===== config.mk =====
export PLATFORM = sky130hd
export DESIGN_NAME = instr_sequencer_rv
export DESIGN_NICKNAME = d
export VERILOG_FILES = /design/src/rtl/instr_sequencer_rv_pkg.sv /design/src/rtl/instr_sequencer_rv_next_pc.sv /design/src/rtl/instr_sequencer_rv.sv
export SDC_FILE = /design/constraint.sdc
export NUM_CORES = 1
export LEC_CHECK = 0
export CORE_ASPECT_RATIO = 1.5
export CORE_MARGIN = 1
export CORE_UTILIZATION = 53
export CTS_CLUSTER_SIZE = 10
export DETAILED_ROUTE_END_ITERATION = 12
export PLACE_DENSITY = 0.91
export RECOVER_POWER = 100
export SLEW_MARGIN = 25
export SYNTH_ARGS = -nofsm -noshare
export SYNTH_HDL_FRONTEND = slang
export SYNTH_SLANG_ARGS = --single-unit

===== constraint.sdc =====
create_clock -name iwClk -period 6.45 [get_ports iwClk]
set_input_delay 1.29 -clock iwClk [delete_from_list [all_inputs] [get_ports iwClk]]
set_output_delay 1.29 -clock iwClk [all_outputs]
set_load 0.01 [all_outputs]

===== src/rtl/instr_sequencer_rv_pkg.sv =====
// Shared control constants for the RV32I multi-cycle sequencer: FSM state
// encodings, reset NOP, next-PC selector and register write-source codes.
package instr_sequencer_rv_pkg;

    localparam logic [2:0] ST_FETCH     = 3'd0;
    localparam logic [2:0] ST_DECODE    = 3'd1;
    localparam logic [2:0] ST_EXECUTE   = 3'd2;
    localparam logic [2:0] ST_MEM       = 3'd3;
    localparam logic [2:0] ST_WRITEBACK = 3'd4;
    localparam logic [2:0] ST_TRAP      = 3'd5;

    // addi x0, x0, 0
    localparam logic [31:0] NOP_INSTR = 32'h0000_0013;

    localparam logic [1:0] NEXT_PC_SRC_SEQ  = 2'd0;
    localparam logic [1:0] NEXT_PC_SRC_JAL  = 2'd1;
    localparam logic [1:0] NEXT_PC_SRC_JALR = 2'd2;
    localparam logic [1:0] NEXT_PC_SRC_B    = 2'd3;

    localparam logic [1:0] REG_SOURCE_ALU    = 2'd0;
    localparam logic [1:0] REG_SOURCE_MEMORY = 2'd1;
    localparam logic [1:0] REG_SOURCE_PC4    = 2'd2;
    localparam logic [1:0] REG_SOURCE_IMM    = 2'd3;

endpackage


===== src/rtl/instr_sequencer_rv_next_pc.sv =====
// next_pc_rv: combinational next-PC target select with immediate
// unscrambling, sign extension and a misaligned-target flag.
module next_pc_rv
    import instr_sequencer_rv_pkg::*;
(
    input  logic [31:0] pc,
    input  logic [1:0]  nextPcSrc,
    input  logic [19:0] imm20,
    input  logic [11:0] imm12,
    input  logic [31:0] rs1Data,
    input  logic        branchInverted,
    input  logic        aluResult0,
    output logic [31:0] target,
    output logic        misaligned
);

    logic [31:0] seqPc;
    logic [31:0] jalOffset;
    logic [31:0] branchOffset;
    logic [31:0] jalrSum;

    // J and B immediates arrive in raw instruction bit order; reassemble them here.
    assign seqPc        = pc + 32'd4;
    assign jalOffset    = {{11{imm20[19]}}, imm20[19], imm20[7:0], imm20[8], imm20[18:9], 1'b0};
    assign branchOffset = {{19{imm12[11]}}, imm12[11], imm12[0], imm12[10:5], imm12[4:1], 1'b0};
    assign jalrSum      = rs1Data + {{20{imm12[11]}}, imm12};

    always_comb begin
        target = seqPc;
        case (nextPcSrc)
            NEXT_PC_SRC_JAL:  target = pc + jalOffset;
            NEXT_PC_SRC_JALR: target = jalrSum & 32'hFFFF_FFFE;
            NEXT_PC_SRC_B:    target = (aluResult0 ^ branchInverted) ? pc + branchOffset : seqPc;
            default:          target = seqPc;
        endcase
    end

    assign misaligned = |target[1:0];

endmodule


===== src/rtl/instr_sequencer_rv.sv =====
// Multi-cycle RV32I control sequencer: PC, IR, retire counter and memory handshakes.
// Define INSTR_SEQUENCER_TRAP_EN to make illegal/misaligned instructions lock into TRAP.
//   state     | meaning
//   FETCH     | instruction request outstanding until ack
//   DECODE    | decoder / register-file settle cycle
//   EXECUTE   | latch next PC, choose MEM, WRITEBACK or illegal path
//   MEM       | data request outstanding until ack
//   WRITEBACK | write strobe, PC update, retire
//   TRAP      | sticky halt, left only by reset
module instr_sequencer_rv
    import instr_sequencer_rv_pkg::*;
#(
    parameter logic [31:0] RESET_PC = 32'h0000_0000
) (
    input  logic        iwClk,
    input  logic        iwRst,
    output logic        owIMemReq,
    output logic [31:0] owIMemAddr,
    input  logic        iwIMemAck,
    input  logic [31:0] iwIMemData,
    output logic [31:0] owInstr,
    output logic [31:0] owPc,
    input  logic        iwnIllegal,
    input  logic [1:0]  iwNextPcSrc,
    input  logic [19:0] iwNextPcImmediate20,
    input  logic [11:0] iwNextPcImmediate12,
    input  logic [31:0] iwRs1Data,
    input  logic        iwBranchInverted,
    input  logic        iwAluResult0,
    input  logic [1:0]  iwWriteRegSource,
    input  logic        iwDMemWrite,
    output logic        owDMemReq,
    input  logic        iwDMemAck,
    output logic        owRegWriteEn,
    output logic [31:0] owRetired,
    output logic        owTrap
);

    logic [2:0]  state;
    logic [31:0] nextPcReg;
    logic [31:0] target;
    logic        misaligned;
    logic        isLoad;
    logic        isBranch;
    logic        illegalPath;

    assign isLoad      = (iwWriteRegSource == REG_SOURCE_MEMORY);
    assign isBranch    = (iwNextPcSrc == NEXT_PC_SRC_B);
    assign illegalPath = !iwnIllegal || misaligned;
    assign owIMemAddr  = owPc;

`ifndef INSTR_SEQUENCER_TRAP_EN
    assign owTrap = 1'b0;
`endif

    next_pc_rv uNextPc (
        .pc             (owPc),
        .nextPcSrc      (iwNextPcSrc),
        .imm20          (iwNextPcImmediate20),
        .imm12          (iwNextPcImmediate12),
        .rs1Data        (iwRs1Data),
        .branchInverted (iwBranchInverted),
        .aluResult0     (iwAluResult0),
        .target         (target),
        .misaligned     (misaligned)
    );

    always_ff @(posedge iwClk or posedge iwRst) begin
        if (iwRst) begin
            state        <= ST_FETCH;
            owPc         <= RESET_PC;
            nextPcReg    <= RESET_PC;
            owInstr      <= NOP_INSTR;
            owIMemReq    <= 1'b0;
            owDMemReq    <= 1'b0;
            owRegWriteEn <= 1'b0;
            owRetired    <= 32'd0;
`ifdef INSTR_SEQUENCER_TRAP_EN
            owTrap       <= 1'b0;
`endif
        end else begin
            owRegWriteEn <= 1'b0;
            case (state)
                ST_FETCH: begin
                    // Request is low for the first FETCH cycle after reset; acks then are ignored.
                    if (owIMemReq && iwIMemAck) begin
                        owInstr   <= iwIMemData;
                        owIMemReq <= 1'b0;
                        state     <= ST_DECODE;
                    end else begin
                        owIMemReq <= 1'b1;
                    end
                end
                ST_DECODE: state <= ST_EXECUTE;
                ST_EXECUTE: begin
                    nextPcReg <= target;
                    if (illegalPath) begin
`ifdef INSTR_SEQUENCER_TRAP_EN
                        owTrap <= 1'b1;
                        state  <= ST_TRAP;
`else
                        nextPcReg <= owPc + 32'd4;
                        state     <= ST_WRITEBACK;
`endif
                    end else if (isLoad || iwDMemWrite) begin
                        owDMemReq <= 1'b1;
                        state     <= ST_MEM;
                    end else begin
                        owRegWriteEn <= !isBranch;
                        state        <= ST_WRITEBACK;
                    end
                end
                ST_MEM: begin
                    if (owDMemReq && iwDMemAck) begin
                        owDMemReq    <= 1'b0;
                        owRegWriteEn <= !iwDMemWrite;
                        state        <= ST_WRITEBACK;
                    end
                end
                ST_WRITEBACK: begin
                    owPc      <= nextPcReg;
                    owRetired <= owRetired + 32'd1;
                    owIMemReq <= 1'b1;
                    state     <= ST_FETCH;
                end
`ifdef INSTR_SEQUENCER_TRAP_EN
                ST_TRAP: state <= ST_TRAP;
`endif
                default: state <= ST_FETCH;
            endcase
        end
    end

endmodule

==> results of run 1 <==
## flip-flops by register name, indices dropped and copies added (netlist names)
signal        count
owInstr          32
state             3
nextPcReg        32
owIMemReq         1
owRetired        32
owRegWriteEn      1
owIMemAddr       32
owDMemReq         1
## through the flow
stage / util [%] / setup slack (ns) / hold slack, ns
3_5_place_dp: 64.8 / 1.63 / 0.471
6_report: 67.3 / 1.38 / 0.481
2_1_floorplan: - / 1.58 / 0.443
4_1_cts: 67.5 / 2.04 / 0.488
5_1_grt: 67.3 / 1.06 / 0.502
3_3_place_gp: 64.7 / 1.76 / 0.456
## routing by layer
metal / track usage [%] / wire length (um)
met5: 0 / 0
met4: 26.9 / 3060
met3: 5.17 / 2790
met2: 59.9 / 20100
met1: 38.6 / 14300
## cells by family (layout without fill, tap and decap cells)
family / Yosys count / in the layout / synth area share [%]
compound gates: 389 / 389 / 21.9
flops: 134 / 134 / 28.5
fa+ha+maj: 95 / 95 / 10.3
xor+xnor: 133 / 133 / 9.90
simple gates: 419 / 419 / 17.2
other cells: 1 / 3 / 0.0319
mux: 73 / 73 / 6.92
buf+inv: 110 / 305 / 5.15
## cell usage after synthesis, drive strengths merged (8+ instances only)
master	n	share of area [%]
a211oi	14	0.89
a21o	30	1.9
a21oi	108	4.7
a221oi	12	1.0
a31oi	18	0.96
and3	14	0.74
buf	44	2.8
clkbuf	40	1.4
dfrtp	131	28
ha	92	9.8
inv	25	0.80
mux2	67	6.4
nand2	125	4.0
nand2b	16	0.85
nand3	42	1.9
nand4	39	2.2
nor2	111	3.6
nor3	30	1.4
nor4	8	0.48
o211ai	17	1.2
o21a	17	1.1
o21ai	82	3.6
o21bai	12	0.77
o22ai	15	0.80
xnor2	79	5.9
xor2	54	4.0
## power breakdown
part	leakage, nW	internal, mW	switching, mW
registers	1.62	1.17	0.498
logic	4.16	1.72	2.09
clock network	0.281	0.518	0.452
## final timing paths
path,end,depth (start not counted),start
max,owRetired[27],9,state[0]
min,owRetired[31],1,owRetired[31]
max reg2reg,owRetired[27],9,state[0]
min reg2reg,owRetired[31],1,owRetired[31]
max in group asynchronous,owIMemAddr[14],3,iwRst
min in group asynchronous,owRetired[22],2,iwRst
## final cells by class
type | instances | area (um^2)
Inverter | 25 | 95.1
Clock inverter | 15 | 166
Fill cell | 1714 | 7100
Timing Repair Buffer | 248 | 2450
Antenna cell | 2 | 5.00
Clock buffer | 17 | 425
Tap cell | 272 | 340
Sequential cell | 134 | 3360
Multi-Input combinational cell | 1110 | 7780
==> flow_summary_export.csv, run 1 <==
group,metric,value,unit
sta,fin_crit,5.07,ns
worst_setup_path,crit_chain,"nor2_2 -> and2_0 -> nand3_1 -> nor4_1 -> nand4_2 -> or2_0 -> nor2_1 -> and3_1 -> xor2_1",
clock_network,numCtsBuffers,17,
placed_design,dpl_cell_area,14100,um^2
global_route,grt.overflow.total,0,
routing,num_vias,11800,
clock_network,cts-root-buf,"clkbuf_16",
floorplanning,num_rows,66,
sta,hold_viol_final,0,
worst_setup_path,crit_type,"reg -> reg",
worst_setup_path,worstPathArrival,5.41,ns
sta,setup_viol,0,
power_and_ir_drop,power.density,442,nW/um^2
floorplanning,core,21700,um^2
global_route,grt_pass1_vias,11600,
yosys,synth.yosys.warnings,0,
finish,layout-drive-gt1-share,9.30,%
sta,rsz0062_at_grt,"false",
power_and_ir_drop,p_leak,6.06,nW
routing,drt_iter0_drc,1094,
clock_network,cts_setup_buffers,0,
floorplanning,die_height,185,um
floorplanning,die_area,22800,um^2
power_and_ir_drop,finalPower,6.45,mW
worst_setup_path,cp_slowest_cell,"and2_0",
sta,worst_pin_slew,3.90,ns
yosys,yosys_most_used_dff,"dfrtp_1",
worst_setup_path,timing.critical_path.buf_inv,0,
clock_network,cts.path.max_buffers,2,
global_route,grt_pass1_wl,61300,um
routing,routed_wl,40300,um
finish,nNetsFinal,1739,
clock_network,cts.sinks,134,
power_and_ir_drop,ir_worst_vdd,0.213,mV
routing,viasPerCell,6.47,
clock_network,clkTransAtPathRegs,0.07,ns
placed_design,hpwl,30300,um
yosys,seq_area_frac_synth,28.5,%
yosys,synth_nets,1557,
worst_setup_path,end_kind,"register",
global_route,antenna_found_initial,0,
worst_setup_path,crit_path_max_fanout,38,
finish,final_cell_mix,"136 x dlygate4sd3_1, 131 x dfrtp_1, 125 x nand2_1",
worst_setup_path,slowest_delay,2.01,ns
routing,drc,0,
worst_setup_path,worst_setup_path_start_kind,"register",
finish,fin_cells,1823,
clock_network,h-tree-depth,4,
finish,final_common_cell,"dlygate4sd3_1",
finish,final_area,14600,um^2
yosys,async_reset_ff_share,100,%
job,maxCapViolations,3,
yosys,synth_cell_type_count,92,
placed_design,placed_cells,1789,
yosys,synthCells,1354,
outcome,violations,"capacitance limit, slew limit",
clock_network,cts_tree,"done",
sta,clock_skew,0.0141,ns
placed_design,port_buffers,238,
clock_network,clk_latency,0.43,ns
routing,dr.pass1.iters,5,
floorplanning,start_util,54.2,%
clock_network,post_cts_resize_count,0,
floorplanning,die_w,124,um
clock_network,ctsHoldBuffers,0,
global_route,grt.total_usage,35.1,%
routing,ant_nets,0,
yosys,ys_ff_latch,134,
sta,tns,0,ns
finish,syn_to_final_growth,24.2,%
global_route,grt_max_degree,92,
worst_setup_path,worst-r2r-setup-slack,1.38,ns
sta,drv_slew,165,
worst_setup_path,cp.required,6.79,ns
yosys,synth_edf_count,0,
yosys,netlist_area,11800,um^2
routing,wl_per_cell,22.1,um
outcome,outcome,"complete, but fails checks",
worst_hold_path,min_path_type,"reg -> reg",
sta,fin_crit_sh,78.6,%
worst_setup_path,cp_top_family,"simple AND/OR/NAND/NOR gates",
sta,max_clock_freq,0.197,GHz
yosys,synth_area_per_cell,8.69,um^2
floorplanning,io_pins,240,
sta,relSlewSlack,-162,%
placed_design,routabilityCongestion,1.03,
Note: power is estimated with default switching activity, not from simulation.
==> run 2: changes to the inputs <==
==> constraint.sdc (replaced) <==
create_clock -name iwClk -period 4.7 [get_ports iwClk]
set_input_delay 0.94 -clock iwClk [delete_from_list [all_inputs] [get_ports iwClk]]
set_output_delay 0.94 -clock iwClk [all_outputs]
set_load 0.01 [all_outputs]
==> run 2 against run 1 <==
Against the previous run:
- the run still ends with capacitance limit, slew limit left
- via count grew 0.35%
- combinational power rose by 36%
- core utilization is 0.36 points higher
- design area rose by 0.54%
- critical path depth increased by 3
- worst setup slack got worse by 0.92 ns
- cell count grew 0.77%
- count of clock-buffer cells in the layout is the same
==> flow_summary_export.csv, run 2 (synthesized netlist as in run 1, its figures left out) <==
group,metric,value,unit
sta,worst_pin_slew,3.01,ns
worst_setup_path,crit_type,"in -> reg",
global_route,grt_pass1_vias,11700,
sta,clock_skew,0.0138,ns
placed_design,hpwl,30300,um
placed_design,routabilityCongestion,0.980,
sta,hold_viol_final,0,
job,maxCapViolations,3,
finish,utilization,67.7,%
clock_network,post_cts_resize_count,0,
clock_network,cts_tree,"done",
floorplanning,start_util,54.2,%
finish,syn_to_final_growth,24.9,%
routing,routed_wl,40600,um
routing,dr.pass1.iters,5,
clock_network,cts_setup_buffers,0,
worst_setup_path,crit_chain,"dlygate4sd3_1 -> inv_1 -> fa_1 -> nand2_1 -> o32ai_1 -> a22oi_1 -> nor2_1 -> o211ai_1 -> a31oi_1 -> o41a_1 -> a21boi_0 -> a31o_1",
power_and_ir_drop,finalPower,8.79,mW
sta,rsz0062_at_grt,"false",
worst_setup_path,cp.required,5.08,ns
clock_network,h-tree-depth,4,
sta,setup_slack,0.463,ns
power_and_ir_drop,power.density,598,nW/um^2
sta,fin_crit,4.24,ns
clock_network,clkTransAtPathRegs,0.07,ns
global_route,grt_max_degree,75,
finish,final_area,14700,um^2
routing,num_vias,11800,
global_route,grt_pass1_wl,61700,um
routing,ant_nets,0,
worst_setup_path,end_kind,"register",
global_route,antenna_found_initial,0,
power_and_ir_drop,ir_worst_vdd,0.318,mV
global_route,grt.total_usage,35.7,%
floorplanning,die_area,22800,um^2
clock_network,cts.path.max_buffers,2,
sta,relSlewSlack,-102,%
worst_hold_path,min_path_type,"reg -> reg",
routing,drt_iter0_drc,811,
routing,drc,0,
clock_network,ctsHoldBuffers,0,
sta,fin_crit_sh,90.2,%
worst_setup_path,crit_path_max_fanout,10,
clock_network,cts.sinks,134,
sta,tns,0,ns
finish,final_common_cell,"dlygate4sd3_1",
clock_network,clk_latency,0.44,ns
worst_setup_path,slowest_delay,1.02,ns
placed_design,port_buffers,238,
finish,layout-drive-gt1-share,9.40,%
finish,nNetsFinal,1754,
worst_setup_path,cp_top_family,"compound AO/OA/AOI/OAI gates",
placed_design,dpl_cell_area,14200,um^2
sta,drv_slew,131,
worst_setup_path,cp_slowest_cell,"a22oi_1",
routing,viasPerCell,6.44,
floorplanning,die_w,124,um
outcome,outcome,"complete, but fails checks",
floorplanning,io_pins,240,
worst_setup_path,worst_setup_path_start_kind,"input pin",
global_route,grt.overflow.total,0,
routing,wl_per_cell,22.1,um
sta,setup_viol,0,
sta,max_clock_freq,0.236,GHz
outcome,violations,"capacitance limit, slew limit",
placed_design,pre_cts_ws,0.457,ns
floorplanning,die_height,185,um
floorplanning,core,21700,um^2
floorplanning,num_rows,66,
finish,fillers,1761,
clock_network,numCtsBuffers,17,
worst_setup_path,timing.critical_path.buf_inv,2,
finish,final_cell_mix,"134 x dlygate4sd3_1, 131 x dfrtp_1, 125 x nand2_1",
clock_network,cts-root-buf,"clkbuf_16",
worst_setup_path,worst-r2r-setup-slack,1.05,ns
power_and_ir_drop,p_leak,6.13,nW
worst_setup_path,worstPathArrival,4.61,ns
[run 2: where the power goes]
part           leakage (nW)  switching (mW)  internal (mW)
logic                  4.21            2.80           2.36
clock network         0.290           0.616          0.761
registers              1.62           0.636           1.61
total                  6.12            4.05           4.73
[run 2: worst paths after layout]
| path | start | to | depth (start not counted) |
|---|---|---|---|
| max in group asynchronous | iwRst | owIMemAddr[4] | 2 |
| setup reg to reg | owIMemAddr[1] | nextPcReg[29] | 11 |
| hold reg to reg | owRetired[31] | owRetired[31] | 1 |
| setup / recovery | iwNextPcImmediate12[1] | nextPcReg[29] | 12 |
| min in group asynchronous | iwRst | owIMemAddr[19] | 2 |
| hold / removal | owRetired[31] | owRetired[31] | 1 |
[run 2: final cells by class]
type / instances / area, um^2 / share of cell area (%)
inverters: 25 / 95.1 / 0.647
clock inverters: 15 / 178 / 1.21
clock buffers: 17 / 425 / 2.89
diodes: 1 / 2.50 / 0.0170
multi-input cells: 1110 / 7740 / 52.7
repair buffers: 263 / 2560 / 17.4
well taps: 272 / 340 / 2.32
flip-flops and latches: 134 / 3360 / 22.8
[run 2: per-layer routing]
layer  global-route usage, %  wire length [um]
met5                       0                 0
met4                    27.9              3220
met3                    4.67              2590
met2                    61.0             20000
met1                    39.2             14700
[run 2: through the flow]
step | hold WS (ns) | cells
5_1_grt | 0.486 | 1836
4_1_cts | 0.476 | 1836
3_3_place_gp | 0.455 | 1804
6_report | 0.463 | 1837
2_1_floorplan | 0.443 | 1354
3_5_place_dp | 0.464 | 1804
[run 2: worst reg2reg max path: stages (launching register included)]
cell and delay (ns):
dfrtp_1 0.48, ha_1 0.28, fa_1 0.44, a211oi_1 0.41, o21ai_2 0.16, a31oi_1 0.27, o21ai_1 0.17, a221oi_1 0.68
o21bai_1 0.18, mux2i_1 0.18, a21boi_0 0.12, a31o_1 0.19
==> run 3: changes to the inputs <==
--- a/config.mk
+++ b/config.mk
@@ -12,6 +12,7 @@
 export DETAILED_ROUTE_END_ITERATION = 12
 export PLACE_DENSITY = 0.91
 export RECOVER_POWER = 100
+export SETUP_SLACK_MARGIN = 0.5
 export SLEW_MARGIN = 25
 export SYNTH_ARGS = -nofsm -noshare
 export SYNTH_HDL_FRONTEND = slang
==> run 3 against run 2 <==
Against the previous run:
- the run still ends with capacitance limit, slew limit left
- sequential power barely moved
- die area did not move
- fmax decreased by 2.4%
- via count rose by 1.6%
- hold slack better by 0.019 ns
- wire length increased by 1.6%
- sequential share of layout area unchanged
- combinational power is essentially flat
- worst setup slack got worse by 0.10 ns
==> flow_summary_export.csv, run 3 (synthesized netlist as in run 1, its figures left out) <==
group,metric,value,unit
outcome,outcome,"complete, but fails checks",
outcome,violations,"capacitance limit, slew limit",
sta,drv_slew,197,
clock_network,clk_latency,0.44,ns
sta,rsz0062_at_grt,"false",
clock_network,cts.sinks,134,
global_route,grt.overflow.total,0,
worst_setup_path,cp.required,5.08,ns
sta,fin_crit,4.34,ns
floorplanning,die_w,124,um
floorplanning,die_height,185,um
power_and_ir_drop,power.density,602,nW/um^2
finish,antenna_cells,0,
floorplanning,core,21700,um^2
worst_setup_path,timing.critical_path.buf_inv,3,
finish,final_cell_mix,"135 x dlygate4sd3_1, 131 x dfrtp_1, 125 x nand2_1",
routing,drc,0,
finish,syn_to_final_growth,24.9,%
sta,worst_pin_slew,2.45,ns
floorplanning,num_rows,66,
floorplanning,die_area,22800,um^2
sta,setup_viol,0,
clock_network,h-tree-depth,4,
global_route,grt_pass1_vias,11800,
routing,routed_wl,41200,um
worst_setup_path,crit_type,"in -> reg",
floorplanning,start_util,54.2,%
clock_network,numCtsBuffers,17,
finish,final_common_cell,"dlygate4sd3_1",
clock_network,clkTransAtPathRegs,0.07,ns
routing,wl_per_cell,22.4,um
worst_setup_path,r2r_cells,11,
finish,nNetsFinal,1755,
worst_setup_path,end_kind,"register",
placed_design,hpwl,30700,um
routing,ant_nets,0,
worst_setup_path,crit_path_max_fanout,16,
worst_setup_path,cp_num_cells,11,
sta,fin_crit_sh,92.4,%
worst_setup_path,worst_setup_path_start_kind,"input pin",
sta,hold_slack,0.481,ns
placed_design,placed_cells,1804,
power_and_ir_drop,ir_worst_vdd,0.331,mV
routing,num_vias,12000,
worst_hold_path,holdPathStages,1,
global_route,grt.total_usage,36.0,%
worst_setup_path,cp_slowest_cell,"dlygate4sd3_1",
finish,fillers,1698,
clock_network,cts.path.max_buffers,2,
placed_design,port_buffers,238,
worst_setup_path,crit_chain,"dlygate4sd3_1 -> clkbuf_1 -> nand2_1 -> nor3b_1 -> nand2_1 -> nand2_1 -> clkbuf_1 -> nor2_1 -> a21oi_1 -> a21boi_0 -> a31o_1",
job,maxCapViolations,5,
routing,drt_iter0_drc,1084,
clock_network,cts-root-buf,"clkbuf_16",
finish,layout-drive-gt1-share,9.52,%
finish,fin_cells,1837,
worst_hold_path,min_path_type,"reg -> reg",
sta,relSlewSlack,-63.4,%
routing,viasPerCell,6.55,
sta,max_clock_freq,0.230,GHz
worst_setup_path,cpMostUsedCell,"nand2_1",
global_route,grt_max_degree,63,
power_and_ir_drop,p_leak,6.12,nW
clock_network,post_cts_resize_count,0,
floorplanning,io_pins,240,
sta,hold_viol_final,0,
sta,clock_skew,0.00944,ns
global_route,antenna_found_initial,0,
global_route,grt_pass1_wl,62500,um
worst_setup_path,slowest_delay,0.73,ns
worst_setup_path,cp_top_family,"buffers and inverters",
clock_network,ctsHoldBuffers,0,
worst_setup_path,worstPathArrival,4.72,ns
clock_network,cts_tree,"done",
worst_setup_path,worst-r2r-setup-slack,1.10,ns
power_and_ir_drop,finalPower,8.84,mW
routing,dr.pass1.iters,5,
sta,tns,0,ns
placed_design,routabilityCongestion,0.943,
clock_network,cts_setup_buffers,0,
-- run 3: worst reg2reg max path: cells and delay by family, from the launching register on --
kind	cells	cell delay, ns
muxes	1	0.18
AOI/OAI and AO/OA	8	2.15
adders and majority gates	2	0.69
DFF	1	0.47
-- run 3: path summary, 6_finish.rpt --
path | startpoint | endpoint
max | iwNextPcSrc[1] | nextPcReg[29]
min | owRetired[31] | owRetired[31]
max reg2reg | owIMemAddr[1] | nextPcReg[29]
min reg2reg | owRetired[31] | owRetired[31]
max in group asynchronous | iwRst | owIMemAddr[11]
min in group asynchronous | iwRst | owInstr[28]
-- run 3: area by class of cell --
type / count / area, um^2 / share of cell area [%]
Sequential cell: 134 / 3360 / 22.8
Inverter: 25 / 95.1 / 0.647
Clock buffer: 17 / 425 / 2.89
Multi-Input combinational cell: 1110 / 7760 / 52.8
Timing Repair Buffer: 264 / 2540 / 17.3
Tap cell: 272 / 340 / 2.32
Clock inverter: 15 / 183 / 1.24
-- run 3: metrics by stage --
stage	util, %	setup WS (ns)	cell area [um^2]
3_5_place_dp	65.3	0.383	14200
2_1_floorplan	-	1.32	11800
3_3_place_gp	65.3	0.419	14200
6_report	67.7	0.359	14700
5_1_grt	67.7	0.371	14700
4_1_cts	68.1	0.813	14800
-- run 3: report_power, final --
group	switching (mW)	total, mW	internal (mW)
registers	0.638	2.25	1.61
logic	2.82	5.18	2.36
clock network	0.607	1.41	0.808
total	4.06	8.84	4.78
-- run 3: routing by layer --
metal  global-route usage (%)  share of wire [%]
met4                     26.0                8.0
met1                     38.7                 34
met2                     62.3                 50
met3                     6.28                7.4
met5                        0                  0
